$ cat src/rtl/regfile_mp_pkg.sv
// -----------------------------------------------------------------------------
// regfile_mp_pkg
// Shared constants for the multi-port register file:
//   - FSM state encoding (ST_INIT clear phase, ST_RUN normal operation)
//   - default geometry (DEF_DATA_W, DEF_ADDR_W, DEF_NUM_RD)
//   - ZERO_WORD, the value the clear engine writes
//   - EN / DIS enable literals
//   - RST_ACTIVE, the reset level of this block (active-low)
// No ports.
// -----------------------------------------------------------------------------
package regfile_mp_pkg;

    localparam int DEF_DATA_W = 32;
    localparam int DEF_ADDR_W = 5;
    localparam int DEF_NUM_RD = 2;

    localparam logic [DEF_DATA_W-1:0] ZERO_WORD = '0;

    localparam logic EN  = 1'b1;
    localparam logic DIS = 1'b0;

    localparam logic RST_ACTIVE = 1'b0;

    typedef enum logic {
        ST_INIT = 1'b0,
        ST_RUN  = 1'b1
    } state_t;

endpackage

$ cat src/rtl/regfile_mp_if.sv
// -----------------------------------------------------------------------------
// regfile_mp_if
// Bus between decode/writeback (master) and the register file (slave).
//   ready       slave->master  clear sequence finished
//   we/waddr/wdata              two write ports, port p at [p*W +: W]
//   re/raddr                    NUM_RD read requests, packed per port
//   rdata/rbusy slave->master  read data and scoreboard busy flag per port
//   claim_en/claim_addr         mark a register as pending write
// -----------------------------------------------------------------------------
interface regfile_mp_if
    import regfile_mp_pkg::*;
#(
    parameter int DATA_W = DEF_DATA_W,
    parameter int ADDR_W = DEF_ADDR_W,
    parameter int NUM_RD = DEF_NUM_RD
);

    logic                       ready;
    logic [1:0]                 we;
    logic [2*ADDR_W-1:0]        waddr;
    logic [2*DATA_W-1:0]        wdata;
    logic [NUM_RD-1:0]          re;
    logic [NUM_RD*ADDR_W-1:0]   raddr;
    logic [NUM_RD*DATA_W-1:0]   rdata;
    logic [NUM_RD-1:0]          rbusy;
    logic                       claim_en;
    logic [ADDR_W-1:0]          claim_addr;

    modport master (
        input  ready, rdata, rbusy,
        output we, waddr, wdata, re, raddr, claim_en, claim_addr
    );

    modport slave (
        output ready, rdata, rbusy,
        input  we, waddr, wdata, re, raddr, claim_en, claim_addr
    );

endinterface

$ cat src/rtl/regfile_mp_rdport.sv
// -----------------------------------------------------------------------------
// regfile_rdport
// One combinational read port: zero gating, write forwarding and busy flag.
//   ready     in   register file is out of its clear phase
//   re        in   read enable
//   raddr     in   read address
//   wr_en     in   effective write enables (already gated by RUN and addr != 0)
//   waddr0/1  in   write addresses of port 0 / port 1
//   wdata0/1  in   write data of port 0 / port 1
//   reg_data  in   stored value at raddr
//   busy_bit  in   scoreboard bit at raddr (0 when the scoreboard is absent)
//   rdata     out  read result
//   rbusy     out  RAW hazard flag for this port
// -----------------------------------------------------------------------------
module regfile_rdport
    import regfile_mp_pkg::*;
#(
    parameter int DATA_W = DEF_DATA_W,
    parameter int ADDR_W = DEF_ADDR_W
) (
    input  logic              ready,
    input  logic              re,
    input  logic [ADDR_W-1:0] raddr,
    input  logic [1:0]        wr_en,
    input  logic [ADDR_W-1:0] waddr0,
    input  logic [ADDR_W-1:0] waddr1,
    input  logic [DATA_W-1:0] wdata0,
    input  logic [DATA_W-1:0] wdata1,
    input  logic [DATA_W-1:0] reg_data,
    input  logic              busy_bit,
    output logic [DATA_W-1:0] rdata,
    output logic              rbusy
);

    logic hit0;
    logic hit1;

    // Port 1 is checked first so it wins when both ports target raddr.
    // A forwarded value is current, so the busy flag is suppressed on a hit.
    always_comb begin
        hit0  = wr_en[0] && (waddr0 == raddr);
        hit1  = wr_en[1] && (waddr1 == raddr);
        rdata = DATA_W'(ZERO_WORD);
        rbusy = DIS;
        if (ready && re && (raddr != '0)) begin
            if (hit1) begin
                rdata = wdata1;
            end else if (hit0) begin
                rdata = wdata0;
            end else begin
                rdata = reg_data;
            end
            rbusy = busy_bit && !(hit0 || hit1);
        end
    end

endmodule

$ cat src/rtl/regfile_mp.sv
// -----------------------------------------------------------------------------
// regfile_mp
// Multi-port register file: two write ports, NUM_RD combinational read ports
// with write forwarding, a sequential clear engine run after every reset and
// an optional per-register busy scoreboard.
//   clk   in  clock, rising edge
//   rst   in  asynchronous reset, active-low
//   bus   regfile_mp_if.slave (ready, writes, reads, claims)
// Optional feature: define REGFILE_SCOREBOARD_EN to build the busy scoreboard;
// without it claims are ignored and rbusy is always 0.
// -----------------------------------------------------------------------------
module regfile_mp
    import regfile_mp_pkg::*;
#(
    parameter int DATA_W = DEF_DATA_W,
    parameter int ADDR_W = DEF_ADDR_W,
    parameter int NUM_RD = DEF_NUM_RD
) (
    input  logic         clk,
    input  logic         rst,
    regfile_mp_if.slave  bus
);

    localparam int DEPTH = 2**ADDR_W;
    localparam logic [ADDR_W-1:0] LAST_ADDR = ADDR_W'(DEPTH-1);

    state_t              state;
    state_t              state_next;
    logic [ADDR_W-1:0]   clr_cnt;
    logic                ready;
    logic [DATA_W-1:0]   regs [DEPTH];

    logic [ADDR_W-1:0]   waddr0;
    logic [ADDR_W-1:0]   waddr1;
    logic [DATA_W-1:0]   wdata0;
    logic [DATA_W-1:0]   wdata1;
    logic                wr0;
    logic                wr1;
    logic [NUM_RD*DATA_W-1:0] rdata_w;
    logic [NUM_RD-1:0]   rbusy_w;

    assign waddr0 = bus.waddr[0      +: ADDR_W];
    assign waddr1 = bus.waddr[ADDR_W +: ADDR_W];
    assign wdata0 = bus.wdata[0      +: DATA_W];
    assign wdata1 = bus.wdata[DATA_W +: DATA_W];

    // Writes only take effect in RUN and never to the hard-wired zero register.
    assign wr0 = ready && bus.we[0] && (waddr0 != '0);
    assign wr1 = ready && bus.we[1] && (waddr1 != '0);

    // State register plus clear counter; the counter only advances in INIT.
    always_ff @(posedge clk or negedge rst) begin
        if (!rst) begin
            state   <= ST_INIT;
            clr_cnt <= '0;
        end else begin
            state <= state_next;
            if (state == ST_INIT) begin
                clr_cnt <= clr_cnt + 1'b1;
            end
        end
    end

    // Leave INIT once the last register has been cleared.
    always_comb begin
        state_next = state;
        case (state)
            ST_INIT: if (clr_cnt == LAST_ADDR) state_next = ST_RUN;
            ST_RUN:  state_next = ST_RUN;
            default: state_next = ST_INIT;
        endcase
    end

    always_comb begin
        ready = (state == ST_RUN);
    end

    // Storage has no reset; the clear engine zeroes it, and in RUN port 1 is
    // written last so it wins a same-address collision.
    always_ff @(posedge clk) begin
        if (state == ST_INIT) begin
            regs[clr_cnt] <= DATA_W'(ZERO_WORD);
        end else begin
            if (wr0) regs[waddr0] <= wdata0;
            if (wr1) regs[waddr1] <= wdata1;
        end
    end

`ifdef REGFILE_SCOREBOARD_EN
    logic [DEPTH-1:0] busy;

    // Writes retire a pending register; a claim in the same cycle comes from a
    // younger instruction, so it is applied last and the bit stays set.
    always_ff @(posedge clk or negedge rst) begin
        if (!rst) begin
            busy <= '0;
        end else if (ready) begin
            if (wr0) busy[waddr0] <= DIS;
            if (wr1) busy[waddr1] <= DIS;
            if (bus.claim_en && (bus.claim_addr != '0)) begin
                busy[bus.claim_addr] <= EN;
            end
        end
    end
`else
    logic unused_claim;
    assign unused_claim = ^{bus.claim_en, bus.claim_addr};
`endif

    for (genvar r = 0; r < NUM_RD; r++) begin : g_rd
        logic [ADDR_W-1:0] ra;
        logic              busy_bit;

        assign ra = bus.raddr[r*ADDR_W +: ADDR_W];
`ifdef REGFILE_SCOREBOARD_EN
        assign busy_bit = busy[ra];
`else
        assign busy_bit = DIS;
`endif

        regfile_rdport #(
            .DATA_W (DATA_W),
            .ADDR_W (ADDR_W)
        ) u_rdport (
            .ready    (ready),
            .re       (bus.re[r]),
            .raddr    (ra),
            .wr_en    ({wr1, wr0}),
            .waddr0   (waddr0),
            .waddr1   (waddr1),
            .wdata0   (wdata0),
            .wdata1   (wdata1),
            .reg_data (regs[ra]),
            .busy_bit (busy_bit),
            .rdata    (rdata_w[r*DATA_W +: DATA_W]),
            .rbusy    (rbusy_w[r])
        );
    end

    assign bus.rdata = rdata_w;
    assign bus.rbusy = rbusy_w;
    assign bus.ready = ready;

endmodule

$ cat src/flat_wrapper.sv
// flat-port wrapper written by rule: the top's interface ports become plain ports
module regfile_mp_flat import regfile_mp_pkg::*;
#(
    parameter int DATA_W = DEF_DATA_W,
    parameter int ADDR_W = DEF_ADDR_W,
    parameter int NUM_RD = DEF_NUM_RD
)
  (clk, rst, bus_ready, bus_rdata, bus_rbusy, bus_we, bus_waddr, bus_wdata, bus_re, bus_raddr, bus_claim_en, bus_claim_addr);
  regfile_mp_if #(.DATA_W(DATA_W), .ADDR_W(ADDR_W), .NUM_RD(NUM_RD)) bus_i ();
  input  logic clk;
  input  logic rst;
  output wire logic [$bits(bus_i.ready)-1:0] bus_ready;
  output wire logic [$bits(bus_i.rdata)-1:0] bus_rdata;
  output wire logic [$bits(bus_i.rbusy)-1:0] bus_rbusy;
  input wire logic [$bits(bus_i.we)-1:0] bus_we;
  input wire logic [$bits(bus_i.waddr)-1:0] bus_waddr;
  input wire logic [$bits(bus_i.wdata)-1:0] bus_wdata;
  input wire logic [$bits(bus_i.re)-1:0] bus_re;
  input wire logic [$bits(bus_i.raddr)-1:0] bus_raddr;
  input wire logic [$bits(bus_i.claim_en)-1:0] bus_claim_en;
  input wire logic [$bits(bus_i.claim_addr)-1:0] bus_claim_addr;
  assign bus_ready = bus_i.ready;
  assign bus_rdata = bus_i.rdata;
  assign bus_rbusy = bus_i.rbusy;
  assign bus_i.we = bus_we;
  assign bus_i.waddr = bus_waddr;
  assign bus_i.wdata = bus_wdata;
  assign bus_i.re = bus_re;
  assign bus_i.raddr = bus_raddr;
  assign bus_i.claim_en = bus_claim_en;
  assign bus_i.claim_addr = bus_claim_addr;
  regfile_mp #(.DATA_W(DATA_W), .ADDR_W(ADDR_W), .NUM_RD(NUM_RD)) u_core (.clk(clk), .rst(rst), .bus(bus_i));
endmodule
$ cat config.mk
export PLATFORM = sky130hd
export DESIGN_NAME = regfile_mp_flat
export DESIGN_NICKNAME = d
export VERILOG_FILES = /design/src/rtl/regfile_mp_pkg.sv /design/src/rtl/regfile_mp_if.sv /design/src/rtl/regfile_mp_rdport.sv /design/src/rtl/regfile_mp.sv /design/src/flat_wrapper.sv
export SDC_FILE = /design/constraint.sdc
export NUM_CORES = 2
export LEC_CHECK = 0
export BUFFER_PORTS_ARGS = -buffer_cell sky130_fd_sc_hd__buf_4
export CAP_MARGIN = 0
export CORE_MARGIN = 2
export CORE_UTILIZATION = 50
export CTS_CLUSTER_DIAMETER = 60
export DETAILED_ROUTE_END_ITERATION = 8
export MAX_ROUTING_LAYER = met4
export PLACE_DENSITY = 0.66
export SLEW_MARGIN = 20
export SYNTH_ARGS = -nofsm -noshare
export SYNTH_HDL_FRONTEND = slang
export SYNTH_HIERARCHICAL = 1
export SYNTH_SLANG_ARGS = --single-unit
export TNS_END_PERCENT = 50
$ cat constraint.sdc
create_clock -name clk -period 7 [get_ports clk]
set_input_delay 0.7 -clock clk [delete_from_list [all_inputs] [get_ports clk]]
set_output_delay 0.7 -clock clk [all_outputs]
set_load 0.01 [all_outputs]
Word level (Yosys, flattened, before mapping)
Memory sizes are Yosys's and may differ from the RTL's.
Index checks and enable logic that the tools add are counted.
Widths: inputs -> output; s select.
Word-level totals
  register bits: 6
  latch bits: 0
  memory bits (writable): 1024
  memory bits (read-only): 0
  input port bits: 96
  word-level logic and storage cells: 45
  memories: 1
Memory list
  u_core.regs: depth 32, bits a word 32, rd ports 2, clocked after memory_dff 0, write ports 2, line regfile_mp.sv:31  | logic [DATA_W-1:0] regs [DEPTH];
Operators by class
  add/subtract/negate cells: 1
  $mul: 0
  div/mod/pow operators: 0
  order comparisons: 0
  eq/ne operators: 5
  shifts and indexed selects: 0
  mux-type cells: 18
  bitwise logic cells: 1
  reduce and logical (&&, ||, !) cells: 17
Operator list (number)
  $mux 32: 7
  $reduce_or 32->1: 1
  $eq 5x5->1: 4
  $reduce_bool 5->1: 4
  $logic_and 1x1->1: 12
  $mux 1: 9
  $add 5x1->5 const B: 1
  $eq 5x5->1 const B: 1
  $mux 5: 1
  $pmux 1 s2: 1
  $not 1->1: 1

Longest topological paths before layout
  depth after elaboration: 7
  gate-level depth with buffers: 10
  depth with buffers taken out: 7

By module
The synthesis kept the hierarchy.
Modules (own cells, without submodules)
  regfile_mp: instances 1, cells an instance 5959, area each 59892.4 sq um, sequential area each 30899.6 sq um
  regfile_rdport: instances 2, cells an instance 178, area each 1308.8 sq um, sequential area each 0.0 sq um

Worst setup path before layout
No wires, ideal clock.
  kind: input -> register
  start point: input port bus_waddr[4]
  end point: memory u_core/regs[2][0] (netlist name) (enable)
  setup time: 470 ps
  arrival time: 4035 ps
  slack: 2495 ps
  stages on the path: 6
  buffers on the path: 2
  path through: buf_2 -> nor3_1 -> a21oi_2 -> buf_2 -> o21ai_0 -> o31ai_1
RTL lines
  start: declaration: line flat_wrapper.sv:16  | input wire logic [$bits(bus_i.waddr)-1:0] bus_waddr;
  end: declaration: line regfile_mp.sv:31

Final worst setup path
  start point: register u_core.state (netlist: u_core/bus.ready)
  end point: output port bus_rdata[35]
Between the ends
  elaborated cells between the ends (all ways): 11
  those cells by class: 3 x mux; 8 x reduce/logical
RTL lines
  start: declaration: line regfile_mp.sv:27  | state_t state;
  start signal: assignment: line regfile_mp.sv:57  | state <= state_next;
  $logic_and 1x1->1 (2 in a row): line regfile_mp.sv:49  | assign wr1 = ready && bus.we[1] && (waddr1 != '0);
  via u_core.wr1: line regfile_mp.sv:38  | logic wr1;
  $logic_and 1x1->1: line regfile_mp_rdport.sv:42  | hit1 = wr_en[1] && (waddr1 == raddr);
  $mux 32: line regfile_mp_rdport.sv:46  | if (hit1) begin
  $mux 32: line regfile_mp_rdport.sv:45  | if (ready && re && (raddr != '0)) begin
  end: declaration: line flat_wrapper.sv:13  | output wire logic [$bits(bus_i.rdata)-1:0] bus_rdata;
The timed path passes the listed nets, and every way through them passes these cells.

==> results.md <==
* Rel. slew slack at 18.8%
* DRT Wirelength at 251000 µm
* Vias in the first global route at 51087
* R2R Path Start: u_core/bus.ready$_DFF_PN0_
* Synth top area share at 49.2%
* Pin count of the biggest net entering global routing at 121
* Final hold violations at 0
* Flops & latches, synth at 1030
* Setup TNS at 0 ns
* Final setup viols at 0
* Antenna Nets Post-Route at 0
* Sequential share of the synthesized area at 49.4%
* Core Util, Final at 55.2%
* Worst clock skew at 0.0167 ns
* GPL Wtd Cong at 0.881
* Die boundary height at 358 µm
* Leading post-synthesis cells by cell area: edfxtp_1 (49%), mux2i_1 (16%), o21ai_0 (8.2%)
* HPWL after detailed placement at 133000 µm
* # port buffers at 154
* Die area at 0.128 mm²
* Die Wd at 358 µm
* Routed vias at 54149
* Most frequent cell after synthesis: nand2_1
* Starting Density at 50.4%
* FP Rows at 129
* Initial DRC count at 8780
* Commonest cells in the synthesized netlist: nand2_1 (1235), edfxtp_1 (1024), mux2i_1 (1024), o21ai_0 (1018), clkbuf_1 (442)
* Grt ovf at 0
* Drt wl/cell at 32.4 µm
* Crit path DAT at 4.81 ns
* Layout cell share with drive strength beyond 1 at 10.2%
* Peak supply drop at 232 µV
* Area growth from synthesis to layout at 9.44%
* Htree depth at 3
* Syn Area/Cell at 9.90 µm²
* Final worst path period share at 78.8%
* Final Critical Period at 5.51 ns
* Post-synth EDFFs at 1024
* Unrepaired setup endpoints after global routing: no
* Main synth FF type: edfxtp_1
* Drt first pass iters at 9
* Nets at 6110
* Worst min path class: in -> async
* Worst slew pin tran at 1.22 ns
* Worst-path fanout max at 33
* CTS Sinks at 1030
* Root buf cell: clkbuf_16
* Top Ports at 163
* Final Max Slew Viols at 0
* Leakage dissipation at 25.3 nW
* WP data required at 6.30 ns
* Crit path largest cell delay at 0.80 ns
* FF-to-FF End: u_core/regs[6][7]$_DFFE_PP_
* Post-Syn Area at 0.0625 mm²
* Crit path launch type: register
* Syn Inst Count at 6315
* Largest area contributor in the netlist: edfxtp_1
* First-pass GRT wire length at 351000 µm
* Status: finished clean
* Reg2Reg Setup Slack at 3.00 ns
* CP max-delay cell: a311oi_2
* Max-Cap Viols at 0
* Power density over cell area at 218 mW/mm²
* Most frequent CP cell: buf_4
* Drt drc at 0
* Num CTS Buffers at 118
* CTS tree: yes
* Hold-fix buffers at CTS at 1
* Yosys cell types at 57
* Vias per std cell at 6.97
* Worst-path clk slew at 0.05 ns
* Post-cts resize count at 0
* Synth Warn # at 6
* CP Cell Sequence: nand2_1, a21oi_1, nand2_2, or2_2, buf_4, a311oi_2, buf_4
* Initial antenna violation count at 23
* Gr usage total at 39.4%
* FMAX at 0.181 GHz
* Crit Path Category: reg -> out
* Max Buffers Root-to-Sink at 3
* Critical path capture point type: primary output
* Post-CTS Setup Inserts at 0
* Worst-skew pair later-pin latency at 0.73 ns
* Worst reg2reg path depth at 7
* Ys async rst share at 0.583%
* Core box area at 0.124 mm²
critical path, delay by kind of cell, from the launching register on:
family                 cells  cell delay [ns]
AO/OA/AOI/OAI              2             1.33
buffers and inverters      2             0.61
flip-flops                 1             0.39
AND/OR/NAND/NOR            3             1.73
per-layer routing:
metal | GRT usage (%) | share of wire [%] | vias to the layer above
met3 | 11.5 | 14 | 1240
met1 | 46.3 | 34 | 25752
met5 | - | 0 | -
li1 | - | - | 22724
met2 | 59.1 | 44 | 4433
met4 | 25.5 | 7.7 | 0
flip-flops by register name, indices dropped and copies added, names as in the netlist:
| register | cells |
|---|---|
| u_core/regs | 1024 |
| u_core/clr_cnt | 5 |
| u_core/bus.ready | 1 |
cell families after synthesis:
family	synth area share, %
AND/OR/NAND/NOR	11.7
buffers and inverters	5.23
multiplexers	16.5
adder cells (fa/ha/maj)	0.0400
flip-flops	49.4
XOR/XNOR	0.322
other	0.00600
AO/OA/AOI/OAI	16.8
per-stage QoR:
stage                     instance area (µm²)  power, mW  std cells  setup WS, ns  hold slack, ns
after floorplan                         62500       8.11       6316          2.50           0.404
after global placement                  64500       8.79       7526          2.29           0.507
after detailed placement                64600       8.83       7528          2.28           0.511
after CTS                               68300       14.8       7748          1.91           0.300
after global routing                    68400       15.2       7766          1.59           0.341
final                                   68400       14.9       7770          1.49           0.339
cells in the final DEF, fill, tap and decap left out, types with 6 or more instances in the layout:
| cell | n |
|---|---|
| clkinv_1 | 33 |
| xnor2_1 | 21 |
| o21ai_1 | 44 |
| mux2i_1 | 1024 |
| a22oi_1 | 193 |
| nand4_1 | 69 |
| buf_4 | 277 |
| nand2b_1 | 7 |
| o21bai_4 | 15 |
| inv_6 | 8 |
| bufinv_16 | 10 |
| nand2_1 | 1229 |
| nor4_2 | 11 |
| a22o_1 | 128 |
| or2_2 | 7 |
| buf_12 | 17 |
| diode_2 | 22 |
| nor2_1 | 12 |
| dfrtp_1 | 6 |
| inv_1 | 36 |
| edfxtp_1 | 1024 |
| clkbuf_1 | 20 |
| nand2_2 | 7 |
| nor2_4 | 18 |
| o21ai_0 | 1017 |
| clkinv_2 | 21 |
| nand3_1 | 194 |
| a311oi_2 | 60 |
| clkbuf_16 | 121 |
| o22ai_4 | 15 |
| a21oi_1 | 198 |
| a31oi_1 | 65 |
| nor3_1 | 132 |
report_power, final:
| part | internal, mW | switching [mW] |
|---|---|---|
| clock network | 3.51 | 2.60 |
| registers | 6.83 | 0.00626 |
| logic | 0.596 | 1.36 |
| total | 10.9 | 3.97 |
worst max-delay path by stage:
stage / from / end / depth (start not counted)
3_3_place_gp: bus_we[1] / bus_rdata[35] / 8
6_report: u_core/bus.ready$_DFF_PN0_ / bus_rdata[35] / 7
2_1_floorplan: bus_waddr[4] / u_core/regs[2][0]$_DFFE_PP_ / 6
5_1_grt: u_core/bus.ready$_DFF_PN0_ / bus_rdata[35] / 7
3_5_place_dp: bus_we[1] / bus_rdata[35] / 8
4_1_cts: u_core/bus.ready$_DFF_PN0_ / bus_rdata[35] / 7
layout make-up:
cell class | count | area, µm²
antenna | 22 | 55.1
clock buffer | 141 | 3100
clock inverter | 78 | 649
fill | 10564 | 55500
inverter | 36 | 135
multi-input combinational | 4527 | 29000
sequential | 1030 | 30900
tap | 1637 | 2050
timing repair buffer | 299 | 2510
Note: power is estimated with default switching activity, not from simulation.
